File: src/rtl/div_module.sv
// Iterative restoring divider producing MIPS DIV/DIVU results: quotient on lo, remainder on hi.
// One quotient bit per clock, with a start/busy/done handshake for pipeline stalls.
module div_module #(
    parameter int unsigned WIDTH = 32
) (
    input  logic             clk,
    input  logic             rst_n,
    input  logic             start,
    input  logic             sign,
    input  logic [WIDTH-1:0] A,
    input  logic [WIDTH-1:0] B,
    output logic [WIDTH-1:0] hi,
    output logic [WIDTH-1:0] lo,
    output logic             busy,
    output logic             done,
    output logic             div_by_zero
);

    localparam int unsigned CW = $clog2(WIDTH + 1);

    typedef enum logic [1:0] {
        IDLE,
        RUN,
        FIN
    } state_t;

    state_t           state_q, state_d;
    logic [CW-1:0]    cnt_q, cnt_d;
    logic [WIDTH-1:0] rem_q, rem_d;
    logic [WIDTH-1:0] quo_q, quo_d;
    logic [WIDTH-1:0] dvs_q, dvs_d;
    logic [WIDTH-1:0] a_q, a_d;
    logic             negq_q, negq_d;
    logic             negr_q, negr_d;
    logic [WIDTH-1:0] hi_q, hi_d;
    logic [WIDTH-1:0] lo_q, lo_d;
    logic             dbz_q, dbz_d;
    logic             done_q, done_d;
    logic [WIDTH:0]   shifted;

    always_ff @(posedge clk or negedge rst_n) begin
        if (!rst_n) begin
            state_q <= IDLE;
            cnt_q   <= '0;
            rem_q   <= '0;
            quo_q   <= '0;
            dvs_q   <= '0;
            a_q     <= '0;
            negq_q  <= 1'b0;
            negr_q  <= 1'b0;
            hi_q    <= '0;
            lo_q    <= '0;
            dbz_q   <= 1'b0;
            done_q  <= 1'b0;
        end else begin
            state_q <= state_d;
            cnt_q   <= cnt_d;
            rem_q   <= rem_d;
            quo_q   <= quo_d;
            dvs_q   <= dvs_d;
            a_q     <= a_d;
            negq_q  <= negq_d;
            negr_q  <= negr_d;
            hi_q    <= hi_d;
            lo_q    <= lo_d;
            dbz_q   <= dbz_d;
            done_q  <= done_d;
        end
    end

    // Magnitudes are held as WIDTH-bit unsigned, so |-2^(WIDTH-1)| is exact; the
    // partial remainder always stays below the divisor, only the shifted value needs WIDTH+1 bits.
    assign shifted = {rem_q, quo_q[WIDTH-1]};

    always_comb begin
        state_d = state_q;
        cnt_d   = cnt_q;
        rem_d   = rem_q;
        quo_d   = quo_q;
        dvs_d   = dvs_q;
        a_d     = a_q;
        negq_d  = negq_q;
        negr_d  = negr_q;
        hi_d    = hi_q;
        lo_d    = lo_q;
        dbz_d   = dbz_q;
        done_d  = 1'b0;

        case (state_q)
            IDLE: begin
                if (start) begin
                    a_d     = A;
                    quo_d   = (sign && A[WIDTH-1]) ? -A : A;
                    dvs_d   = (sign && B[WIDTH-1]) ? -B : B;
                    rem_d   = '0;
                    negq_d  = sign & (A[WIDTH-1] ^ B[WIDTH-1]);
                    negr_d  = sign & A[WIDTH-1];
                    cnt_d   = CW'(WIDTH);
                    state_d = (B == '0) ? FIN : RUN;
                end
            end
            RUN: begin
                quo_d = {quo_q[WIDTH-2:0], 1'b0};
                rem_d = shifted[WIDTH-1:0];
                if (shifted >= {1'b0, dvs_q}) begin
                    rem_d    = shifted[WIDTH-1:0] - dvs_q;
                    quo_d[0] = 1'b1;
                end
                cnt_d = cnt_q - CW'(1);
                if (cnt_q == CW'(1)) begin
                    state_d = FIN;
                end
            end
            FIN: begin
                if (dvs_q == '0) begin
                    lo_d  = '1;
                    hi_d  = a_q;
                    dbz_d = 1'b1;
                end else begin
                    lo_d  = negq_q ? -quo_q : quo_q;
                    hi_d  = negr_q ? -rem_q : rem_q;
                    dbz_d = 1'b0;
                end
                done_d  = 1'b1;
                state_d = IDLE;
            end
            default: state_d = IDLE;
        endcase
    end

    assign hi          = hi_q;
    assign lo          = lo_q;
    assign busy        = (state_q != IDLE);
    assign done        = done_q;
    assign div_by_zero = dbz_q;

endmodule

File: config.mk
export PLATFORM = sky130hd
export DESIGN_NAME = div_module
export DESIGN_NICKNAME = d
export VERILOG_FILES = /design/src/rtl/div_module.sv
export SDC_FILE = /design/constraint.sdc
export NUM_CORES = 1
export LEC_CHECK = 0
export BUFFER_PORTS_ARGS = -buffer_cell sky130_fd_sc_hd__buf_4
export CAP_MARGIN = 20
export CORE_MARGIN = 1.5
export CORE_UTILIZATION = 46
export CTS_CLUSTER_DIAMETER = 40
export DETAILED_ROUTE_END_ITERATION = 10
export PLACE_DENSITY = 0.67
export SLEW_MARGIN = 20
export SYNTH_ARGS = -nofsm -noshare
export SYNTH_HDL_FRONTEND = slang
export SYNTH_SLANG_ARGS = --single-unit
File: constraint.sdc
create_clock -name clk -period 2.95 [get_ports clk]
set_input_delay 0.59 -clock clk [delete_from_list [all_inputs] [get_ports clk]]
set_output_delay 0.59 -clock clk [all_outputs]
set_load 0.05 [all_outputs]
Word-level counts from Yosys, hierarchy flattened
Cells that the tools add are included.
- memories: 0
- ROM bits: 0
- logic and storage cells: 57
- bits in registers: 204
- latch bits: 0
- bits of input ports: 68
- memory bits (writable): 0
- add/subtract/negate cells: 6
- muxes and demuxes: 20
- multiply operators: 0
- shift-type cells: 0
- reduce and logical (&&, ||, !) cells: 10
- equal/unequal tests: 5
- div/mod/pow operators: 0
- order comparisons: 1
- bitwise operators: 3
- operators by type and width (operator ; count):
    $mux W32 ; 9
    $neg A32 Y32 ; 4
    $pmux W32 S2 ; 2
    $logic_not A32 Y1 ; 2
    $ge A33 B32 Y1 ; 1
    $sub A32 B32 Y32 ; 1
    $pmux W6 S2 ; 1
    $eq A6 B1 Y1 const B ; 1
    $mux W2 ; 3
    $mux W6 ; 1
    $reduce_and A2 Y1 ; 3
    $sub A6 B1 Y6 const B ; 1
    $ne A2 B2 Y1 const B ; 2
    $pmux W2 S2 ; 1
    $reduce_bool A2 Y1 ; 2
    $mux W1 ; 3
    $and A1 B1 Y1 ; 2
    $eq A2 B1 Y1 const B ; 1
    $eq A2 B2 Y1 const B ; 1
    $logic_and A1 B1 Y1 ; 2
    $logic_not A2 Y1 ; 1
    $xor A1 B1 Y1 ; 1

Longest topological paths before layout
Gate-level depths: netlist of the first run.
- word-level depth: 4
- gate-level depth with buffers: 14
- mapped depth without buffers: 13

Least setup slack after synthesis of the first run
Ideal clock, no wire load.
- path kind: reg2reg
- start point: reg rem_q[9]
- end point: reg rem_q[19]
- buffers on the path: 1
- slack: 0.101 ns
- stages on the path, launching flop included: 12
- data arrival time: 2.773 ns
- cell sequence: dfrtp_1 ha_1 clkbuf_1 a21oi_1 nor2_1 a2111oi_0 nand2_1 and3_1 or4_1 and3_1 o31a_1 o21ai_1
- word-level cells in the longest chain between the ends: 3
- elaborated cells between the ends (all ways): 4
- ends and longest elaborated chain (item ; line ; text):
    start: declaration ; 29 ; logic [WIDTH-1:0] rem_q, rem_d;
    start signal: assignment ; 58 ; rem_q <= rem_d;
    $sub A32 B32 Y32 / $ge A33 B32 Y1 (equally long branches) ; 106, 105 ;
    $mux W32 (*) ; 105 ; if (shifted >= {1'b0, dvs_q}) begin
    $pmux W32 S2 (*) ; 89 ; case (state_q)
Mark *: on every way between the ends. The rest lies on a longest branch, timed or not.
A chain may end at the register's enable or synchronous reset.

Worst setup path in the final report of the first run
Same ends and word-level chain as after synthesis.

==> flow_summary.ini, run 1 <==
[timing]
final_max_slew_viol_count = 0
relSlewSlack = 0.380
hold_viol = 0
skew_ns = 0.0229
timing.final.crit_share = 0.964
hold_slack_ns = 0.266
period_needed_ns = 2.84
worst_pin_slew_ns = 0.930
fin_ws_ns = 0.106
max_freq_mhz = 352
final-setup-viol-count = 0

[cells_and_area]
stdcell_area_sq_mm = 0.0156
final_core_util = 0.584
nFillCells = 2443
diodes = 0
final_net_count = 1764
final_layout_size_suffix_gt1_frac = 0.191
areaGrowthSynthToFinish_pct = 24.9

[clocking]
cts_buffer_depth = 3
cts_tree = done
path_clk_slew_ns = 0.06
htreeDepth = 1
numCtsBuffers = 31
cts.sinks = 204
cts_root_buf = clkbuf_16
clk-insertion-delay-late_ns = 0.56

[critical_path]
ff2ff_setup_slack_ns = 0.11
cp.arrival_ns = 3.33
crit_fanout = 3
worst_ep_required_time_ns = 3.43
critical_path_class = reg2reg
cp-end-kind = register
critPathLaunchType = register

[global_route]
grt_use_total = 0.242
grt_pass1_wl_um = 56000
grt_max_degree = 80
antenna_found_initial = 0
grt_pass1_vias = 10874
grt_util_met3 = 0.0282
use_met2 = 0.403
busiest_layer = met2
grtUsageMet1 = 0.331
grt-ovfl-total = 0

[logic_synthesis]
synth_nets = 1584
synth_top_area_share = 0.408
syn-cell-area_sq_mm = 0.0125
synth_cell_types = 69
ys.flop_type = dfrtp_1
synth_area_leaders = dfrtp_1, nand2_1, o21ai_0, xor2_1, xnor2_1
yosys.area.top_type = dfrtp_1
seq_area_frac_synth = 0.408
synth_area_per_cell_sq_um = 8.48
synthCells = 1477
synth_seq_cells = 204
yosys_warnings = 0
ys_async_sr_fraction = 1.00
synth_edf_count = 0

[route]
drc = 0
vias = 11301
ant_nets = 0
viasPerCell = 5.59
firstDrtPassIters = 5
wire_per_inst_um = 16.9
routed_wl_um = 34300
dr.first_iter.drc_count = 622

[placement]
gp_congestion = 0.915
detailed_place_hpwl_um = 25400
portBuffers = 134
place_area_sq_mm = 0.0144
dp_slack_ns = -0.317

[floorplanning]
fp.dieW_um = 168
start_util = 0.467
dieArea_sq_mm = 0.0282
die_h_um = 168
io_pins = 135
rows = 60
core-area_sq_mm = 0.0268

[power_and_ir_drop]
leakage_nw = 7.10
ir_drop_uv = 535
fin_total_pwr_mw = 20.9
comb_power_share = 0.564
clkPwrFrac = 0.182
p_switching_mw = 9.41
switching_share = 0.450
p_seq_frac = 0.254
cellPowerDensity_mw_per_mm2 = 1340
p_int_mw = 11.5

[outcome]
status = complete, no violations

[run]
maxCapViolations = 0

[hold_path]
min_path_type = in2reg
timing repair:
action | 4_1_cts | 5_1_grt
hold buffers | 1 | 0
gates resized for setup | 0 | 13
setup endpoints to repair | 0 | 13
hold endpoints to repair | 31 | 0
buffers inserted | 0 | 2
placed cells by master (no fill, tap or decap), types with 32 or more instances in the layout:
| cell | n |
|---|---|
| nand2_1 | 237 |
| buf_4 | 218 |
| nand3_1 | 46 |
| nor2_1 | 90 |
| inv_1 | 53 |
| ha_1 | 36 |
| xnor2_1 | 70 |
| o21ai_0 | 170 |
| clkbuf_16 | 32 |
| dfrtp_1 | 204 |
| xor2_1 | 72 |
| a21oi_1 | 100 |
final cells by class:
| class | count | area [sq um] | area share |
|---|---|---|---|
| clock buffers | 34 | 797 | 0.0509 |
| clock inverters | 23 | 289 | 0.0185 |
| inverters | 53 | 199 | 0.0127 |
| multi-input cells | 1140 | 7030 | 0.450 |
| flip-flops and latches | 204 | 5100 | 0.326 |
| well taps | 341 | 427 | 0.0273 |
| repair buffers | 227 | 1800 | 0.115 |
per-layer routing:
layer  up-vias  wire length [um]
met5         -                 0
met4         0              1020
met3        62              1560
met2       265             16000
met1      5390             15700
li1       5584                 -
cells by family after synthesis:
family / Yosys count / synth area share
muxes: 11 / 0.00879
buffers and inverters: 133 / 0.0401
adders and majority gates: 39 / 0.0396
AOI/OAI and AO/OA: 439 / 0.216
DFF: 204 / 0.408
xor gates and xnor gates: 142 / 0.0993
and+or+nand+nor: 509 / 0.188
per-stage QoR:
stage,std cells,TNS (ns)
CTS,2019,0
finish,2022,0
global placement,1961,-0.694
floorplan,1477,0
detailed placement,1961,-0.661
global route,2022,-0.00576
worst paths after layout:
check                                      from                    end  cells after the start
min in group asynchronous                 rst_n     lo[26]$_DFFE_PN0P_                      2
setup reg to reg           rem_q[9]$_DFFE_PN0P_  rem_q[19]$_DFFE_PN0P_                     11
hold reg to reg               lo[3]$_DFFE_PN0P_      lo[3]$_DFFE_PN0P_                      2
max in group asynchronous                 rst_n   rem_q[7]$_DFFE_PN0P_                      3
hold / removal                            A[24]    a_q[24]$_DFFE_PN0P_                      3
setup / recovery           rem_q[9]$_DFFE_PN0P_  rem_q[19]$_DFFE_PN0P_                     11
critical path, stage by stage (launching register included):
cell and delay (ns):
dfrtp_1 0.43, ha_1 0.34, a21oi_1 0.15, nor2_1 0.05
a2111oi_0 0.35, buf_4 0.18, nand2_1 0.06, and3_1 0.21
or4_1 0.42, and3_1 0.18, o31a_1 0.27, o21ai_1 0.12
synth_stat cells (all sizes together) (16+ instances only):
cell type  number
nand2         238
o22a           24
ha             38
dfrtp         204
nor4           18
nor3           27
xor2           72
a21oi         102
a22oi          27
clkbuf         69
inv            53
o21ai         179
xnor2          70
o31ai          30
or4            16
nor2           93
nand3          46
power by group through the flow:
stage	Clock, mW	Combinational [mW]	Sequential [mW]
3_5_place_dp	0	11.4	5.32
5_1_grt	3.98	13.1	5.50
2_1_floorplan	0	7.02	6.11
4_1_cts	3.88	11.5	5.29
3_3_place_gp	0	11.3	5.28
6_report	3.81	11.8	5.32
state kept, by name (all words and copies together) (netlist names):
signal and cells:
done 1, state_q 2, lo 32, cnt_q 6
negr_q 1, negq_q 1, hi 32, quo_q 32
dvs_q 32, a_q 32, rem_q 32, div_by_zero 1
Power figures use the tool's default switching activity.
==> inputs of run 2 (changes only) <==
--- a/config.mk
+++ b/config.mk
@@ -10,8 +10,10 @@
 export CORE_MARGIN = 1.5
 export CORE_UTILIZATION = 46
 export CTS_CLUSTER_DIAMETER = 40
+export CTS_CLUSTER_SIZE = 10
 export DETAILED_ROUTE_END_ITERATION = 10
 export PLACE_DENSITY = 0.67
+export RECOVER_POWER = 50
 export SLEW_MARGIN = 20
 export SYNTH_ARGS = -nofsm -noshare
 export SYNTH_HDL_FRONTEND = slang
==> run 2 against run 1 <==
  * The run now ends with max-capacitance violations, max-slew violations left
  * Final cell count up 0.15%
  * Clock skew decreased by 0.0080 ns
  * Non-clock buffer count fell by 2
  * Worst hold slack improved by 0.050 ns
  * Global-route usage is 0.20 points higher
  * Fmax up 0.15%
  * Critical path depth unchanged
  * Total power about the same
  * Clock power rose by 6.8%
  * Critical endpoint unchanged
  * Largest cell class unchanged
  * Largest power group unchanged
  * Highest routed layer unchanged
==> flow_summary.ini, run 2 (synthesis gave the netlist of run 1 again) <==
[outcome]
status = complete, but fails checks
violations = max-capacitance violations, max-slew violations

[timing]
final_max_slew_viol_count = 76
max_freq_mhz = 352
final-setup-viol-count = 0
relSlewSlack = -0.347
period_needed_ns = 2.84
hold_slack_ns = 0.316
worst_pin_slew_ns = 2.02
skew_ns = 0.0149
hold_viol = 0
fin_ws_ns = 0.111
timing.final.crit_share = 0.963
tns_ns = 0
rsz0062_at_grt = no

[placement]
portBuffers = 134
detailed_place_hpwl_um = 25400
gp_congestion = 0.915
dp_slack_ns = -0.317

[floorplanning]
io_pins = 135
fp.dieW_um = 168
start_util = 0.467
die_h_um = 168
dieArea_sq_mm = 0.0282
rows = 60
core-area_sq_mm = 0.0268

[run]
maxCapViolations = 2

[cells_and_area]
final_net_count = 1766
final_cell_mix = nand2_1, dfrtp_1, buf_4
diodes = 0
layout_commonest_cell = nand2_1
final_core_util = 0.582
final_layout_size_suffix_gt1_frac = 0.173
areaGrowthSynthToFinish_pct = 24.5

[route]
routed_wl_um = 34200
firstDrtPassIters = 5
viasPerCell = 5.57
wire_per_inst_um = 16.9
drc = 0
vias = 11282
ant_nets = 0
dr.first_iter.drc_count = 600

[clocking]
cts.sinks = 204
cts_tree = done
cts_root_buf = clkbuf_16
path_clk_slew_ns = 0.05
clk-insertion-delay-late_ns = 0.51
htreeDepth = 2
numCtsBuffers = 35
cts_buffer_depth = 3

[critical_path]
critPathMostFrequentCell = and3_1
cp.arrival_ns = 3.26
cp-end-kind = register
ff2ff_setup_slack_ns = 0.11
path_cells = ha_1, a21oi_1, nor2_1, a2111oi_1, buf_4, nand2_1, and3_1, or4_1, and3_1, o31a_1, o21ai_1
critPathTopFamily = simple AND/OR/NAND/NOR gates
critPathLaunchType = register
critical_path_class = reg2reg
slowest_delay_ns = 0.42
crit_slowest_cell = dfrtp_1
crit_fanout = 3
worst_ep_required_time_ns = 3.37
worst-path-buf-inv = 1

[hold_path]
min_path_type = in2reg

[power_and_ir_drop]
cellPowerDensity_mw_per_mm2 = 1340
fin_total_pwr_mw = 20.9
ir_drop_uv = 482
leakage_nw = 7.02

[global_route]
grt_max_degree = 80
grt_pass1_vias = 10892
grt-ovfl-total = 0
antenna_found_initial = 0
grt_use_total = 0.244
grt_pass1_wl_um = 56100
[run 2: changes by cell type in the layout (fill, tap and decap cells not counted), sizes merged]
cell      change
clkbuf       +40
buf          -31
clkinv        +4
clkinvlp      -4
inv           -4
bufinv        -2
[run 2: worst paths after layout]
kind | from | to | depth (start not counted)
max | rem_q[9]$_DFFE_PN0P_ | rem_q[19]$_DFFE_PN0P_ | 11
min | A[22] | a_q[22]$_DFFE_PN0P_ | 3
max reg2reg | rem_q[9]$_DFFE_PN0P_ | rem_q[19]$_DFFE_PN0P_ | 11
min reg2reg | lo[3]$_DFFE_PN0P_ | lo[3]$_DFFE_PN0P_ | 2
max in group asynchronous | rst_n | hi[5]$_DFFE_PN0P_ | 3
min in group asynchronous | rst_n | lo[28]$_DFFE_PN0P_ | 2
[run 2: per-stage QoR]
step / cell area [sq um] / cells
floorplan: 12500 / 1477
global route: 15600 / 2025
finish: 15600 / 2025
detailed placement: 14400 / 1961
CTS: 15600 / 2024
global placement: 14400 / 1961
[run 2: final cells by class]
| cell class | count | area [sq um] |
|---|---|---|
| clock inverter | 17 | 198 |
| inverter | 53 | 199 |
| fill | 2424 | 11200 |
| timing repair buffer | 225 | 1640 |
| clock buffer | 45 | 995 |
| multi-input combinational | 1140 | 7040 |
| sequential | 204 | 5100 |
| tap | 341 | 427 |
[run 2: timing repair]
action	4_1_cts	5_1_grt
resized for setup	0	13
endpoints found under the hold margin	19	0
endpoints found under the setup margin	0	17
hold buffers	1	0
setup buffers	0	1
[run 2: per-layer routing]
layer  wire length (um)  vias to the layer above  global-route usage
met4                869                        0              0.0772
met1              15600                     5359               0.332
li1                   -                     5583                   -
met5                  0                        -                   0
met3               1700                       55              0.0355
met2              16000                      285               0.402
[run 2: power by group]
group          total, mW  switching [mW]  internal (mW)
logic               11.5            6.68           4.84
clock network       4.07            1.42           2.65
registers           5.32            1.24           4.08
[run 2: worst min-delay path, delay by kind of cell]
kind	cells	cell delay [ns]
buf+inv	1	0.11
simple gates	2	0.10
==> inputs of run 3 (changes only) <==
--- a/config.mk
+++ b/config.mk
@@ -8,11 +8,11 @@
 export BUFFER_PORTS_ARGS = -buffer_cell sky130_fd_sc_hd__buf_4
 export CAP_MARGIN = 20
 export CORE_MARGIN = 1.5
-export CORE_UTILIZATION = 46
+export CORE_UTILIZATION = 30
 export CTS_CLUSTER_DIAMETER = 40
 export CTS_CLUSTER_SIZE = 10
 export DETAILED_ROUTE_END_ITERATION = 10
-export PLACE_DENSITY = 0.67
+export PLACE_DENSITY = 0.48
 export RECOVER_POWER = 50
 export SLEW_MARGIN = 20
 export SYNTH_ARGS = -nofsm -noshare
==> run 3 against run 2 <==
  * The flow finishes with violations (design-rule violations, max-capacitance violations, max-slew violations)
  * Count of clock-buffer cells in the layout grew 4
  * Sequential power down 0.9%
  * Register-to-register slack improved by 0.02 ns
  * Fmax shrank 0.11%
  * Clock skew up 0.0085 ns
  * Critical path type is now in2reg
==> flow_summary.ini, run 3 (synthesis gave the netlist of run 1 again) <==
[clocking]
cts_root_buf = clkbuf_16
htreeDepth = 2
cts.sinks = 204
numCtsBuffers = 39
cts_tree = done
cts_buffer_depth = 3
clk-insertion-delay-late_ns = 0.55
path_clk_slew_ns = 0.05
cts_setup_buffers = 0

[cells_and_area]
final_net_count = 1802
final_core_util = 0.396
nFillCells = 4261
areaGrowthSynthToFinish_pct = 29.7
final_layout_size_suffix_gt1_frac = 0.194
final_cell_mix = nand2_1, buf_4, dfrtp_1
diodes = 0
layout_commonest_cell = nand2_1

[critical_path]
critPathTopFamily = simple AND/OR/NAND/NOR gates
cp.depth = 13
critPathLaunchType = input pin
critPathMostFrequentCell = buf_4
ff2ff_setup_slack_ns = 0.13
worst-path-buf-inv = 5
reg2reg_depth = 7
r2r-start = rem_q[17]$_DFFE_PN0P_
crit_slowest_cell = o22ai_1
reg2reg_to = hi[28]$_DFFE_PN0P_
cp-end-kind = register
worst_ep_required_time_ns = 3.32
slowest_delay_ns = 0.43
path_cells = buf_4, nor4_1, buf_4, nor4b_2, nor2b_1, buf_4, nand3_1, nor4_2, buf_4, nand3b_1, buf_4, o31a_1, o22ai_1
cp.arrival_ns = 3.21
critical_path_class = in2reg
crit_fanout = 4

[placement]
detailed_place_hpwl_um = 28800
portBuffers = 134
gp_congestion = 0.852

[floorplanning]
die_h_um = 207
fp.dieW_um = 207
core-area_sq_mm = 0.0410
start_util = 0.305
io_pins = 135
dieArea_sq_mm = 0.0430
rows = 74

[hold_path]
hold_depth = 3
min_from = A[9]
min_path_type = in2reg
min_to = a_q[9]$_DFFE_PN0P_

[global_route]
antenna_found_initial = 0
grt-ovfl-total = 0
grt_use_total = 0.179
grt_pass1_wl_um = 61600
grt_pass1_vias = 11101
grt_max_degree = 88

[route]
vias = 11291
dr.first_iter.drc_count = 674
routed_wl_um = 39000
drc = 12
firstDrtPassIters = 9
ant_nets = 0
wire_per_inst_um = 17.3
viasPerCell = 5.00

[timing]
max_freq_mhz = 352
period_needed_ns = 2.84
timing.final.crit_share = 0.964
skew_ns = 0.0233
hold_viol = 0
final_max_slew_viol_count = 80
final-setup-viol-count = 0
worst_pin_slew_ns = 2.20
relSlewSlack = -0.468

[power_and_ir_drop]
cellPowerDensity_mw_per_mm2 = 1360
fin_total_pwr_mw = 22.1
ir_drop_uv = 514
leakage_nw = 7.26

[outcome]
violations = design-rule violations, max-capacitance violations, max-slew violations
status = complete, but fails checks

[run]
maxCapViolations = 1
==> run 3: worst max-delay path by stage <==
stage | startpoint | endpoint | slack (ns)
4_1_cts | rem_q[7]$_DFFE_PN0P_ | rem_q[26]$_DFFE_PN0P_ | 0.05
3_5_place_dp | A[4] | quo_q[31]$_DFFE_PN0P_ | -0.44
2_1_floorplan | rem_q[9]$_DFFE_PN0P_ | rem_q[19]$_DFFE_PN0P_ | 0.10
6_report | A[4] | quo_q[31]$_DFFE_PN0P_ | 0.11
5_1_grt | rem_q[17]$_DFFE_PN0P_ | hi[23]$_DFFE_PN0P_ | -0.003
3_3_place_gp | A[4] | quo_q[31]$_DFFE_PN0P_ | -0.45
==> run 3: worst min-delay path, stage by stage <==
cell     delay (ns)
buf_4          0.10
nand2_1        0.05
nand2_1        0.04
==> run 3: metal layers <==
layer | vias to the layer above | global-route usage | share of wire
met1 | 5309 | 0.250 | 0.48
li1 | 5663 | - | -
met2 | 265 | 0.282 | 0.45
met4 | 0 | 0.0532 | 0.022
met5 | - | 0 | 0
met3 | 54 | 0.0337 | 0.052
==> run 3: timing repair <==
| item | CTS | global route |
|---|---|---|
| gates resized for setup | 0 | 14 |
| endpoints found under the setup margin | 0 | 39 |
| hold buffers | 0 | 0 |
==> run 3: metrics by stage <==
stage | setup WS (ns) | instance area, sq um | instances | setup TNS (ns) | hold WS, ns
finish | 0.108 | 16200 | 2258 | 0 | 0.265
global placement | -0.450 | 14900 | 2184 | -0.754 | 0.454
floorplan | 0.101 | 12500 | 1477 | 0 | 0.294
detailed placement | -0.437 | 14900 | 2184 | -0.787 | 0.454
CTS | 0.0531 | 16300 | 2256 | 0 | 0.113
global route | -0.00269 | 16200 | 2258 | -0.00269 | 0.277
==> run 3: area by class of cell <==
cell class,instances,area (sq um),share of cell area
Multi-Input combinational cell,1141,7030,0.433
Tap cell,532,666,0.0410
Inverter,53,199,0.0122
Clock buffer,49,1070,0.0661
Sequential cell,204,5100,0.314
Clock inverter,23,305,0.0188
Timing Repair Buffer,256,1870,0.115
==> run 3: power breakdown <==
group / switching [mW] / internal, mW / total (mW)
clock: 1.59 / 3.12 / 4.71
sequential: 1.19 / 4.08 / 5.27
combinational: 7.02 / 5.10 / 12.1
